==> src/rtl/pp_dma_pkg.sv <==
// Shared types and constants for the SD-to-memory DMA engine.
//   state_t      : FSM state encoding (ST_IDLE .. ST_ERR)
//   BLOCK_WORDS  : words per SD block at the default block size
//   WCNT_W       : width of the per-block word counter
package pp_dma_pkg;

    localparam int unsigned DEF_BLOCK_BYTES = 512;
    localparam int unsigned BLOCK_WORDS     = DEF_BLOCK_BYTES / 4;
    localparam int unsigned WCNT_W          = 32;

    typedef logic [2:0] state_t;

    localparam state_t ST_IDLE = 3'd0;
    localparam state_t ST_CMD  = 3'd1;
    localparam state_t ST_DATA = 3'd2;
    localparam state_t ST_MEMW = 3'd3;
    localparam state_t ST_DONE = 3'd4;
    localparam state_t ST_ERR  = 3'd5;

    // Words per block for an arbitrary (multiple-of-4) block size.
    function automatic logic [WCNT_W-1:0] block_words(input int unsigned bytes);
        return WCNT_W'(bytes / 4);
    endfunction

endpackage

==> src/rtl/pp_dma_packer.sv <==
// Byte-to-word packer: places each written byte into lane idx of a 32-bit
// little-endian word; first byte of a word lands in [7:0].
// Ports:
//   clk, rst  : clock, synchronous active-low reset
//   clr       : return byte index to lane 0
//   wr_en     : accept din this cycle
//   din       : data byte
//   word_c    : current word with din merged into the active lane
//   full_c    : wr_en on lane 3 (word completes this cycle)
module pp_dma_packer (
    input  logic        clk,
    input  logic        rst,
    input  logic        clr,
    input  logic        wr_en,
    input  logic [7:0]  din,
    output logic [31:0] word_c,
    output logic        full_c
);

    logic [31:0] word_q;
    logic [1:0]  idx_q;

    // Lane insert
    always_comb begin
        word_c = word_q;
        case (idx_q)
            2'd0:    word_c[7:0]   = din;
            2'd1:    word_c[15:8]  = din;
            2'd2:    word_c[23:16] = din;
            default: word_c[31:24] = din;
        endcase
    end

    assign full_c = wr_en && (idx_q == 2'd3);

    always_ff @(posedge clk) begin
        if (!rst) begin
            word_q <= 32'd0;
            idx_q  <= 2'd0;
        end else if (clr) begin
            idx_q  <= 2'd0;
        end else if (wr_en) begin
            word_q <= word_c;
            idx_q  <= idx_q + 2'd1;
        end
    end

endmodule

==> src/rtl/pp_sd_dma.sv <==
// SD-to-memory DMA engine: on a rising edge of dma_en[0] reads sd_counts
// consecutive SD blocks starting at sd_addr, packs the byte stream into
// little-endian words and writes them to consecutive word addresses from
// dest_addr.
// Ports:
//   clk, rst                       : clock, synchronous active-low reset
//   sd_addr/sd_counts/dest_addr    : transfer registers, latched at start
//   dma_en                         : bit0 enable/start
//   sd_rd_req/sd_rd_addr/sd_rd_ack : block read command handshake
//   sd_rd_err                      : SD error strobe
//   sd_data/valid/ready            : byte stream from the SD controller
//   mem_wr/mem_addr/mem_wdata/mem_ready : memory write port
//   dma_busy/dma_done/dma_err/blocks_done : status
// Optional feature: define SD_DMA_TIMEOUT_EN for a CMD/DATA watchdog.
module pp_sd_dma
    import pp_dma_pkg::*;
#(
    parameter int unsigned BLOCK_BYTES    = DEF_BLOCK_BYTES,
    parameter int unsigned TIMEOUT_CYCLES = 1_000_000
) (
    input  logic        clk,
    input  logic        rst,
    input  logic [31:0] sd_addr,
    input  logic [31:0] sd_counts,
    input  logic [31:0] dest_addr,
    input  logic [31:0] dma_en,
    output logic        sd_rd_req,
    output logic [31:0] sd_rd_addr,
    input  logic        sd_rd_ack,
    input  logic        sd_rd_err,
    input  logic [7:0]  sd_data,
    input  logic        sd_data_valid,
    output logic        sd_data_ready,
    output logic        mem_wr,
    output logic [31:0] mem_addr,
    output logic [31:0] mem_wdata,
    input  logic        mem_ready,
    output logic        dma_busy,
    output logic        dma_done,
    output logic        dma_err,
    output logic [31:0] blocks_done
);

    localparam logic [WCNT_W-1:0] BWORDS = block_words(BLOCK_BYTES);

    state_t            state_q, state_d;
    logic              en_q;
    logic [31:0]       sd_base_q;
    logic [31:0]       cnt_q;
    logic [WCNT_W-1:0] wcnt_q;

    logic              start_c;
    logic              accept_c;
    logic              blk_last_c;
    logic [31:0]       bd_inc_c;
    logic              timeout_c;
    logic              pk_clr_c;
    logic [31:0]       pk_word_c;
    logic              pk_full_c;

    assign start_c    = dma_en[0] && !en_q;
    assign accept_c   = (state_q == ST_DATA) && sd_data_ready && sd_data_valid;
    assign blk_last_c = (wcnt_q == BWORDS - WCNT_W'(1));
    assign bd_inc_c   = blocks_done + 32'd1;
    // Packer restarts at lane 0 whenever we are outside the data/write loop
    assign pk_clr_c   = (state_q != ST_DATA) && (state_q != ST_MEMW);

    pp_dma_packer u_packer (
        .clk    (clk),
        .rst    (rst),
        .clr    (pk_clr_c),
        .wr_en  (accept_c),
        .din    (sd_data),
        .word_c (pk_word_c),
        .full_c (pk_full_c)
    );

`ifdef SD_DMA_TIMEOUT_EN
    // Watchdog: counts stalled cycles in CMD/DATA, restarts on any handshake
    logic [31:0] wd_q;
    logic        wd_run_c;
    logic        wd_hs_c;
    logic        unused_c;

    assign wd_run_c  = (state_q == ST_CMD) || (state_q == ST_DATA);
    assign wd_hs_c   = ((state_q == ST_CMD) && sd_rd_ack) || accept_c;
    assign timeout_c = wd_run_c && !wd_hs_c && (wd_q >= 32'(TIMEOUT_CYCLES) - 32'd1);
    assign unused_c  = ^{dma_en[31:1], dest_addr[1:0]};

    always_ff @(posedge clk) begin
        if (!rst) begin
            wd_q <= 32'd0;
        end else if (!wd_run_c || wd_hs_c) begin
            wd_q <= 32'd0;
        end else begin
            wd_q <= wd_q + 32'd1;
        end
    end
`else
    logic unused_c;

    assign timeout_c = 1'b0;
    assign unused_c  = ^{dma_en[31:1], dest_addr[1:0], 32'(TIMEOUT_CYCLES)};
`endif

    // Next-state logic
    always_comb begin
        state_d = state_q;
        case (state_q)
            ST_IDLE: begin
                if (start_c) state_d = (sd_counts == 32'd0) ? ST_DONE : ST_CMD;
            end
            ST_CMD: begin
                if (sd_rd_err || timeout_c) state_d = ST_ERR;
                else if (!dma_en[0])        state_d = ST_IDLE;
                else if (sd_rd_ack)         state_d = ST_DATA;
            end
            ST_DATA: begin
                if (sd_rd_err || timeout_c) state_d = ST_ERR;
                else if (!dma_en[0])        state_d = ST_IDLE;
                else if (pk_full_c)         state_d = ST_MEMW;
            end
            ST_MEMW: begin
                if (mem_ready) begin
                    if (!dma_en[0])             state_d = ST_IDLE;
                    else if (!blk_last_c)       state_d = ST_DATA;
                    else if (bd_inc_c == cnt_q) state_d = ST_DONE;
                    else                        state_d = ST_CMD;
                end
            end
            default: state_d = ST_IDLE;
        endcase
    end

    // State, datapath and registered outputs (decoded from next state)
    always_ff @(posedge clk) begin
        if (!rst) begin
            state_q       <= ST_IDLE;
            en_q          <= 1'b0;
            sd_base_q     <= 32'd0;
            cnt_q         <= 32'd0;
            wcnt_q        <= '0;
            sd_rd_req     <= 1'b0;
            sd_rd_addr    <= 32'd0;
            sd_data_ready <= 1'b0;
            mem_wr        <= 1'b0;
            mem_addr      <= 32'd0;
            mem_wdata     <= 32'd0;
            dma_busy      <= 1'b0;
            dma_done      <= 1'b0;
            dma_err       <= 1'b0;
            blocks_done   <= 32'd0;
        end else begin
            state_q       <= state_d;
            en_q          <= dma_en[0];
            sd_rd_req     <= (state_d == ST_CMD);
            sd_data_ready <= (state_d == ST_DATA);
            mem_wr        <= (state_d == ST_MEMW);
            dma_busy      <= (state_d != ST_IDLE);
            dma_done      <= (state_d == ST_DONE);
            if (state_d == ST_ERR) dma_err <= 1'b1;

            if ((state_q == ST_IDLE) && start_c) begin
                sd_base_q   <= sd_addr;
                cnt_q       <= sd_counts;
                sd_rd_addr  <= sd_addr;
                mem_addr    <= {dest_addr[31:2], 2'b00};
                wcnt_q      <= '0;
                blocks_done <= 32'd0;
                dma_err     <= 1'b0;
            end

            if ((state_q == ST_DATA) && (state_d == ST_MEMW)) mem_wdata <= pk_word_c;

            if ((state_q == ST_MEMW) && mem_ready) begin
                mem_addr <= mem_addr + 32'd4;
                if (blk_last_c) begin
                    wcnt_q      <= '0;
                    blocks_done <= bd_inc_c;
                    sd_rd_addr  <= sd_base_q + bd_inc_c;
                end else begin
                    wcnt_q      <= wcnt_q + WCNT_W'(1);
                end
            end
        end
    end

endmodule

==> config.mk <==
export PLATFORM = sky130hd
export DESIGN_NAME = pp_sd_dma
export DESIGN_NICKNAME = d
export VERILOG_FILES = /design/src/rtl/pp_dma_pkg.sv /design/src/rtl/pp_dma_packer.sv /design/src/rtl/pp_sd_dma.sv
export SDC_FILE = /design/constraint.sdc
export NUM_CORES = 1
export LEC_CHECK = 0
export BUFFER_PORTS_ARGS = -buffer_cell sky130_fd_sc_hd__buf_2
export CAP_MARGIN = 20
export CORE_UTILIZATION = 45
export DETAILED_ROUTE_END_ITERATION = 7
export PLACE_DENSITY = 0.76
export SLEW_MARGIN = 10
export SYNTH_ARGS = -nofsm -noshare
export SYNTH_HDL_FRONTEND = slang
export SYNTH_SLANG_ARGS = --single-unit
export TNS_END_PERCENT = 5
==> constraint.sdc <==
create_clock -name clk -period 4.6 [get_ports clk]
set_input_delay 0.46 -clock clk [delete_from_list [all_inputs] [get_ports clk]]
set_output_delay 0.46 -clock clk [all_outputs]
set_load 0.1 [all_outputs]
==> results.cfg, run 1 <==
[status]
status = finished clean

[yosys]
avgSynthCellArea_um2 = 7.911
synth.area.top_cells = dfxtp_1 36%, nand2_1 9.8%, a21boi_0 6.8%, nand3_1 4.0%, ha_1 3.3%
ys_ff_latch = 266
yosys.cell_count.top_type = nand2_1
synth_cell_types = 81
netlist_top_cells_count = 390 x nand2_1, 266 x dfxtp_1, 136 x a21boi_0
syn-instance-count = 1895
ys.flop_type = dfxtp_1
synth-async-reset-ratio = 0
synth_edf_count = 0
yosys.area.top_type = dfxtp_1
yosysSeqAreaShare = 0.3552
yosysTopAreaCellShare = 0.3552
synth_area_um2 = 14990
ys_warn_count = 0

[sta]
finalCriticalPeriod_ns = 4.166
hold_violations = 0
skew_ns = 0.01614
slew_headroom = 0.2816
finalSetupViolations = 0
worstMarginPinSlew_ns = 1.078
fin_ws_ns = 0.4344
fin_setup_tns_ns = 0
period_share = 0.9056
rsz0062_at_grt = no
slew_violations = 0
timing.fmax_ghz = 0.2401

[clocking]
clock-root-buffer = clkbuf_16
htree_levels = 1
ctsHoldBuffers = 0
clk_pin_slew_ns = 0.06
clock_path_buffers = 3
insertion_delay_ns = 0.58
cts_sinks = 266
cts_tree = done
numCtsBuffers = 29

[floorplanning]
die_h_um = 184.5
die-area_um2 = 34050
num_rows = 66
io_pins = 276
core_um2 = 32620
initial_utilization = 0.4596
die_w_um = 184.5

[place]
place.gp.congestion = 0.9448
place_inst = 2471
dp_slack_ns = 0.3392
dp_hpwl_um = 31060
io_buffers = 240

[finish]
post-route-util = 0.5337
stdcell_count = 2526
drive_above_1_share = 0.1663
layout.nets = 2242
fillers = 3069
area.growth.synth_to_final_pct = 16.12

[route]
vias_per_cell = 5.711
ant_nets = 0
route.vias.total = 14425
post_drt_wl_per_cell_um = 17.38
wirelength_um = 43910
drtPass1Iterations = 8
drc_errors = 0
drt_iter0_markers = 1220

[worst_hold_path]
hold_class = in2reg

[pwr]
p_per_area_nw_per_um2 = 327.9
peakVddDrop_mv = 0.3854
finalPower_w = 0.005708
leakage_nw = 7.576

[worst_setup_path]
worstSetupPathType = reg2reg
critPathRequiredTime_ns = 5.07
arrival_ns = 4.63
path_max_fanout = 6
worstSetupEndpointType = flop
cp-start-kind = flop

[global_routing]
gr-total-overflow = 0
grt_max_degree = 131
grt_usage = 0.2504
antenna_found_initial = 5
grt_pass1_wl_um = 68860
grt_pass1_vias = 13314

[job]
cap_violations = 0
routing by layer:
layer / vias up / track usage / part of all wire
met1: 6751 / 0.3098 / 0.41
met3: 88 / 0.05019 / 0.075
li1: 7081 / - / -
met4: 8 / 0.08567 / 0.034
met5: - / 0 / 0.0010
met2: 497 / 0.4305 / 0.48
worst max-delay path: stages, from the launching register on:
cell,delay (ns)
dfxtp_1,0.40
ha_1,0.29
and4_1,0.27
nand2_1,0.14
or4b_1,0.51
and2_1,0.19
inv_1,0.15
ha_1,0.31
a21o_1,0.17
a21o_1,0.18
a21oi_1,0.20
o221ai_1,0.14
a31oi_1,0.22
o221ai_1,0.21
a211oi_2,0.35
xnor2_1,0.11
o211a_1,0.21
worst paths after layout:
kind                             from                   to  slack (ns)  depth (start not counted)
setup / recovery       blocks_done[1]       sd_rd_addr[29]        0.43                         16
hold / removal          dest_addr[27]         mem_addr[27]        0.13                          3
setup reg to reg       blocks_done[1]       sd_rd_addr[29]        0.43                         16
hold reg to reg   u_packer.word_q[15]  u_packer.word_q[15]        0.46                          2
placed cells by master, fill, tap and decap left out, drive strengths merged, types with 39 or more instances in the layout:
| cell | count |
|---|---|
| a21boi | 136 |
| a21oi | 63 |
| and3 | 39 |
| buf | 266 |
| dfxtp | 266 |
| ha | 39 |
| nand2 | 391 |
| nand3 | 120 |
| nor2 | 69 |
| nor3 | 44 |
| o211a | 43 |
| o21ai | 89 |
| xnor2 | 45 |
flip-flops by register name (all words and copies together) (netlist names), 2 cells and up:
signal           count
mem_wdata           32
mem_addr            30
blocks_done         32
cnt_q               32
sd_rd_addr          32
state_q              3
u_packer.word_q     32
sd_base_q           32
u_packer.idx_q       2
wcnt_q              32
where the power goes:
| part | internal (W) | switching, W |
|---|---|---|
| clock network | 0.00141 | 0.00103 |
| registers | 0.00238 | 0.0000731 |
| logic | 0.000211 | 0.000601 |
kinds of logic after synthesis:
| family | Yosys count | synth area share |
|---|---|---|
| compound gates | 481 | 0.2277 |
| buf+inv | 167 | 0.04749 |
| other cells | 1 | 0.0002501 |
| simple gates | 837 | 0.2673 |
| flops | 266 | 0.3552 |
| xor+xnor | 67 | 0.04407 |
| fa+ha+maj | 40 | 0.03388 |
| mux | 36 | 0.02412 |
through the flow:
step           hold slack (ns)  area (µm²)
3_3_place_gp            0.4485       16400
3_5_place_dp            0.4563       16400
5_1_grt                 0.1347       17400
4_1_cts                 0.1116       17400
2_1_floorplan           0.4428       15000
6_report                0.1304       17410
area by class of cell:
class | instances | area, µm² | area share
Antenna cell | 3 | 7.507 | 0.0004313
Timing Repair Buffer | 266 | 1415 | 0.08129
Sequential cell | 266 | 5325 | 0.3059
Clock inverter | 15 | 187.7 | 0.01078
Inverter | 34 | 127.6 | 0.007331
Multi-Input combinational cell | 1463 | 8986 | 0.5162
Clock buffer | 37 | 805.8 | 0.04629
Tap cell | 442 | 553.0 | 0.03177
what timing repair did:
action                                  4_1_cts  5_1_grt
endpoints found under the setup margin        0        1
gates resized for setup                       0        1
setup buffers                                 0        0
Note: power is estimated with default switching activity, not from simulation.
==> run 2: changes to the inputs <==
Settings changed: ABC_AREA from default to 1, REMOVE_ABC_BUFFERS from default to 1.
==> run 2 against run 1 <==
  * Sequential power about the same
  * Routed wire length grew 3.3%
  * Highest routed layer is now met4
  * Clock power rose by 5%
  * Clock-buffer cell count increased by 10
  * Power is 3.5% higher
  * Global-route usage increased by 1.1 points
  * Largest cell class unchanged
  * Sequential cell count did not move
  * Register-to-register slack gained 0.37 ns
  * Sequential share of layout area is 0.10 points lower
  * Non-clock buffer count decreased by 10
  * Largest power group is now the clock network
==> results.cfg, run 2 <==
[finish]
layout.nets = 2603
design_area_um2 = 17470
drive_above_1_share = 0.1518
area.growth.synth_to_final_pct = 17.36
final_common_cell = nand2_1
mostFrequentLayoutCells = 548 x nand2_1, 266 x dfxtp_1, 250 x nor2_1

[pwr]
power_frac_seq = 0.418
p_switching_w = 0.001758
clockPowerShare = 0.435
leakage_nw = 7.781
swShare = 0.2974
peakVddDrop_mv = 0.2878
intPower_w = 0.004152
p_per_area_nw_per_um2 = 338.3
combPwrFrac = 0.147

[worst_setup_path]
cp-start-kind = flop
worstSetupPathType = reg2reg
critPathRequiredTime_ns = 5.00
worstSetupEndpointType = flop
arrival_ns = 4.20
path_max_fanout = 7

[sta]
timing.fmax_ghz = 0.2637
fin_ws_ns = 0.8073
hold_violations = 0
fin_setup_tns_ns = 0
rsz0062_at_grt = no
period_share = 0.8245
slew_violations = 0
finalSetupViolations = 0
finalCriticalPeriod_ns = 3.793
skew_ns = 0.01009
slew_headroom = 0.2830
worstMarginPinSlew_ns = 1.074

[clocking]
insertion_delay_ns = 0.57
clock-root-buffer = clkbuf_16
clock_path_buffers = 3
postCtsSetupRepairBufs = 0
cts_tree = done
htree_levels = 1
ctsHoldBuffers = 0
cts_sinks = 266
numCtsBuffers = 31
post_cts_resize_count = 0
clk_pin_slew_ns = 0.06

[floorplanning]
die-area_um2 = 33800
core_um2 = 32540
io_pins = 276
num_rows = 66
die_h_um = 183.9
die_w_um = 183.9
initial_utilization = 0.4574

[global_routing]
grt_max_degree = 83
antenna_found_initial = 2
grt_pass1_vias = 14264
gr-total-overflow = 0
grt_usage = 0.2615
grt_pass1_wl_um = 71790

[place]
io_buffers = 240
dp_slack_ns = 0.8677
dp_hpwl_um = 31850
place.gp.congestion = 0.9380
place_area_um2 = 16380

[yosys]
synth-async-reset-ratio = 0
ys.flop_type = dfxtp_1
syn-instance-count = 2231
ys_ff_latch = 266
yosysTopAreaCellShare = 0.3578
synth_cell_types = 52
synth_edf_count = 0
muxShareOfSynthArea = 0
synth-simple-area-share = 0.2968
netlist_top_cells_count = 548 x nand2_1, 266 x dfxtp_1, 253 x nor2_1
ys_warn_count = 0
avgSynthCellArea_um2 = 6.671
synth_top_family_by_area = simple AND/OR/NAND/NOR gates
yosys.cell_count.top_type = nand2_1
yosys.area_share.adder = 0.03413
yosys.area.top_type = dfxtp_1
synth_xor_area_frac = 0.02783
synth-compound-area-share = 0.1976
synth.area.top_cells = dfxtp_1 36%, nand2_1 14%, o21ai_0 6.9%, nor2_1 6.4%, inv_1 5.6%
yosysSeqAreaShare = 0.3578
synth_area_um2 = 14880

[route]
wirelength_um = 45360
drtPass1Iterations = 6
drt_iter0_markers = 1269
route.vias.total = 15550
ant_nets = 0
vias_per_cell = 5.384
post_drt_wl_per_cell_um = 15.71
drc_errors = 0

[status]
status = finished clean

[worst_hold_path]
hold_class = in2reg

[job]
cap_violations = 0
-- run 2: changes by cell type after synthesis, sizes merged, moves of 42 or more --
| cell | delta |
|---|---|
| a21boi | -134 |
| nor2 | +195 |
| a21oi | +98 |
| nand2 | +162 |
| inv | +192 |
| o211a | -42 |
| o21ai | +119 |
-- run 2: path summary, 6_finish.rpt --
kind	from	endpoint	slack, ns	cells past startpoint
max reg2reg	blocks_done[0]	sd_rd_addr[31]	0.81	18
max	blocks_done[0]	sd_rd_addr[31]	0.81	18
min	dest_addr[3]	mem_addr[3]	0.12	3
min reg2reg	sd_base_q[5]	sd_base_q[5]	0.46	2
-- run 2: metrics by stage --
step / total power, W / util / hold WS, ns / cells
after floorplan: 0.003138 / - / 0.4253 / 2132
after global routing: 0.006126 / 0.5368 / 0.1231 / 2888
after CTS: 0.005940 / 0.5367 / 0.1035 / 2886
final: 0.005910 / 0.5368 / 0.1205 / 2888
after detailed placement: 0.003382 / 0.5035 / 0.4388 / 2830
after global placement: 0.003371 / 0.5035 / 0.4396 / 2830
-- run 2: cell type report --
cell class,count,area (µm²)
Fill cell,3265,15070
Multi-Input combinational cell,1639,8315
Sequential cell,266,5325
Timing Repair Buffer,256,1334
Clock buffer,47,965.9
Inverter,227,854.6
Tap cell,442,553.0
Clock inverter,9,113.9
Antenna cell,2,5.005
-- run 2: logic make-up after synthesis --
| kind of cell | Yosys count |
|---|---|
| adders and majority gates | 40 |
| buffers and inverters | 327 |
| other | 1 |
| and+or+nand+nor | 1049 |
| DFF | 266 |
| xor gates and xnor gates | 44 |
| AOI/OAI and AO/OA | 504 |
-- run 2: power by group through the flow --
stage                     Combinational [W]  Sequential, W  Clock, W
after floorplan                    0.000329        0.00281         0
after global placement             0.000853        0.00252         0
after detailed placement           0.000863        0.00252         0
after CTS                          0.000866        0.00247   0.00260
after global routing               0.000932        0.00248   0.00271
final                              0.000868        0.00247   0.00257
-- run 2: metal layers --
layer	vias to the layer above	GRT usage	part of all wire
li1	7794	-	-
met1	7124	0.3599	0.45
met2	549	0.4164	0.44
met3	83	0.04120	0.076
met4	0	0.08367	0.027
met5	-	0	0
-- run 2: worst max-delay path: stages (launching register included) --
cell      delay [ns]
dfxtp_1         0.46
ha_1            0.27
nand2_1         0.14
nor2_4          0.18
nand3_1         0.24
o21ai_1         0.26
nand2_1         0.15
ha_1            0.37
a21oi_1         0.18
o21ai_0         0.14
a21oi_1         0.14
a21boi_0        0.18
o21ai_0         0.10
buf_4           0.17
a21oi_1         0.24
inv_1           0.10
a21oi_1         0.14
o21a_1          0.14
a31oi_1         0.04
==> run 3: changes to the inputs <==
Settings changed: PLACE_DENSITY 0.76 to 0.78.
Clock period 4.6 ns to 3.1 ns, I/O delays scaled along.
==> run 3 against run 2 <==
  * Setup slack got worse by 0.86 ns
  * Highest routed layer unchanged
  * The flow now finishes with violations (setup timing)
  * Core utilization increased by 7.6 points
  * Sequential share of layout area decreased by 3.7 points
  * Critical path depth unchanged
  * Critical path type unchanged
  * Register-to-register slack got worse by 0.86 ns
  * Power increased by 50%
  * Clock power increased by 46%
  * Largest cell class unchanged
  * Critical endpoint is now sd_rd_addr[26]
  * Clock-buffer cell count decreased by 5
==> results.cfg, run 3 (synthesis results as in run 2) <==
[status]
status = finished, violations left
violations = setup timing

[route]
drtPass1Iterations = 8
vias_per_cell = 5.445
post_drt_wl_per_cell_um = 16.33
route.vias.total = 16851
ant_nets = 0
drt_iter0_markers = 1559
drc_errors = 0
wirelength_um = 50550

[finish]
stdcell_count = 3095
mostFrequentLayoutCells = 513 x nand2_1, 250 x dfxtp_1, 240 x buf_2
final_common_cell = nand2_1
fillers = 2888
post-route-util = 0.6133
layout.nets = 2813
register_area_um2 = 5348
drive_above_1_share = 0.2647
area.growth.synth_to_final_pct = 34.06
multi_input_area_um2 = 9095

[pwr]
p_per_area_nw_per_um2 = 443.5
leakage_nw = 8.912
peakVddDrop_mv = 0.5008

[worst_hold_path]
min_to = sd_base_q[12]
hold_class = in2reg
hold_depth = 3
min_from = sd_addr[12]

[clocking]
cts_tree = done
insertion_delay_ns = 0.58
clock_path_buffers = 3
numCtsBuffers = 30
clk_pin_slew_ns = 0.06
htree_levels = 1
cts_sinks = 266
clock-root-buffer = clkbuf_16

[sta]
worstMarginPinSlew_ns = 0.9872
skew_ns = 0.007983
fin_ws_ns = -0.05419
hold_violations = 0
rsz0062_at_grt = yes
whs_ns = 0.01511
finalCriticalPeriod_ns = 3.154
timing.fmax_ghz = 0.3170
period_share = 1.017
finalSetupViolations = 4
slew_violations = 0
slew_headroom = 0.3419

[global_routing]
grt_pass1_wl_um = 76880
met3_usage = 0.04061
antenna_found_initial = 1
gr-total-overflow = 0
grt_pass1_vias = 15839
busiest_layer = met2
use_met1 = 0.3619
grt_max_degree = 90
grt_usage = 0.2792
use_met2 = 0.4608

[worst_setup_path]
cp_num_buf_inv = 4
rr_startpoint = blocks_done[10]
r2r_setup_slack_ns = -0.05
cp_slowest_cell = dfxtp_2
path_max_fanout = 4
worstSetupEndpointType = flop
crit_chain = nand2_2, buf_4, nor2_2, nand3_2, xnor2_2, ha_1, a21oi_2, o21a_1, o21ai_1, buf_4, nand2_1, nand3_2, nand2_1, o211ai_1, buf_4, xor2_1, o21ai_1, inv_1
arrival_ns = 3.63
cp-start-kind = flop
path_delay_family = compound AO/OA/AOI/OAI gates
worstRegToRegCells = 18
worstSetupPathDepth = 18
r2r-end = sd_rd_addr[26]
cpMostUsedCell = buf_4
critical-path-max-stage-delay_ns = 0.38
worstSetupPathType = reg2reg
critPathRequiredTime_ns = 3.58

[floorplanning]
die-area_um2 = 33800
die_h_um = 183.9
initial_utilization = 0.4574
core_um2 = 32540
die_w_um = 183.9
num_rows = 66
io_pins = 276

[place]
dp_hpwl_um = 34160
io_buffers = 240
place.gp.congestion = 0.9283
place_inst = 2993

[job]
cap_violations = 0
## run 3: timing repair
item | 4_1_cts | 5_1_grt
hold buffers | 33 | 0
hold endpoints to repair | 33 | 0
buffers inserted | 3 | 11
resized for setup | 47 | 156
pin swaps | 11 | 41
cloned | 0 | 1
endpoints found under the setup margin | 16 | 61
## run 3: metal layers
metal  up-vias  wire length, µm
met5         -                0
met4         0             2110
met3       151             3886
met2       691            23160
met1      7828            21390
li1       8181                -
## run 3: worst max path at each step
stage                     slack (ns)        endpoint             from
after floorplan                -5.10   mem_wdata[31]        dma_en[0]
after detailed placement       -0.21  sd_rd_addr[28]   blocks_done[1]
after CTS                      -0.05  sd_rd_addr[19]   blocks_done[1]
final                          -0.05  sd_rd_addr[26]  blocks_done[10]
after global placement         -0.16  sd_rd_addr[31]   blocks_done[0]
after global routing           -0.19  sd_rd_addr[26]   blocks_done[1]
## run 3: tightest hold or removal path: cells and delay by family
| kind | cells | cell delay [ns] |
|---|---|---|
| AO/OA/AOI/OAI | 1 | 0.07 |
| AND/OR/NAND/NOR | 1 | 0.07 |
| buffers and inverters | 1 | 0.10 |
## run 3: area by class of cell
cell class,count,share of cell area
timing repair buffer,467,0.1531
clock buffer,42,0.04440
clock inverter,11,0.008027
tap,442,0.02772
antenna,1,0.0001254
inverter,227,0.04283
multi-input combinational,1639,0.4558
sequential,266,0.2680
## run 3: report_power, final
group	internal [W]	switching (W)
registers	0.00356	0.000120
logic	0.000387	0.00104
clock network	0.00223	0.00151
total	0.00618	0.00267
## run 3: metrics by stage
| stage | setup TNS [ns] | worst slack, ns | area, µm² | power, W |
|---|---|---|---|---|
| CTS | -0.1849 | -0.05227 | 19200 | 0.008824 |
| floorplan | -942.09 | -5.101 | 14470 | 0.004657 |
| global route | -2.342 | -0.1930 | 19950 | 0.009126 |
| finish | -0.1301 | -0.05419 | 19950 | 0.008849 |
| detailed placement | -1.574 | -0.2143 | 17610 | 0.005065 |
| global placement | -0.7287 | -0.1645 | 17610 | 0.005045 |
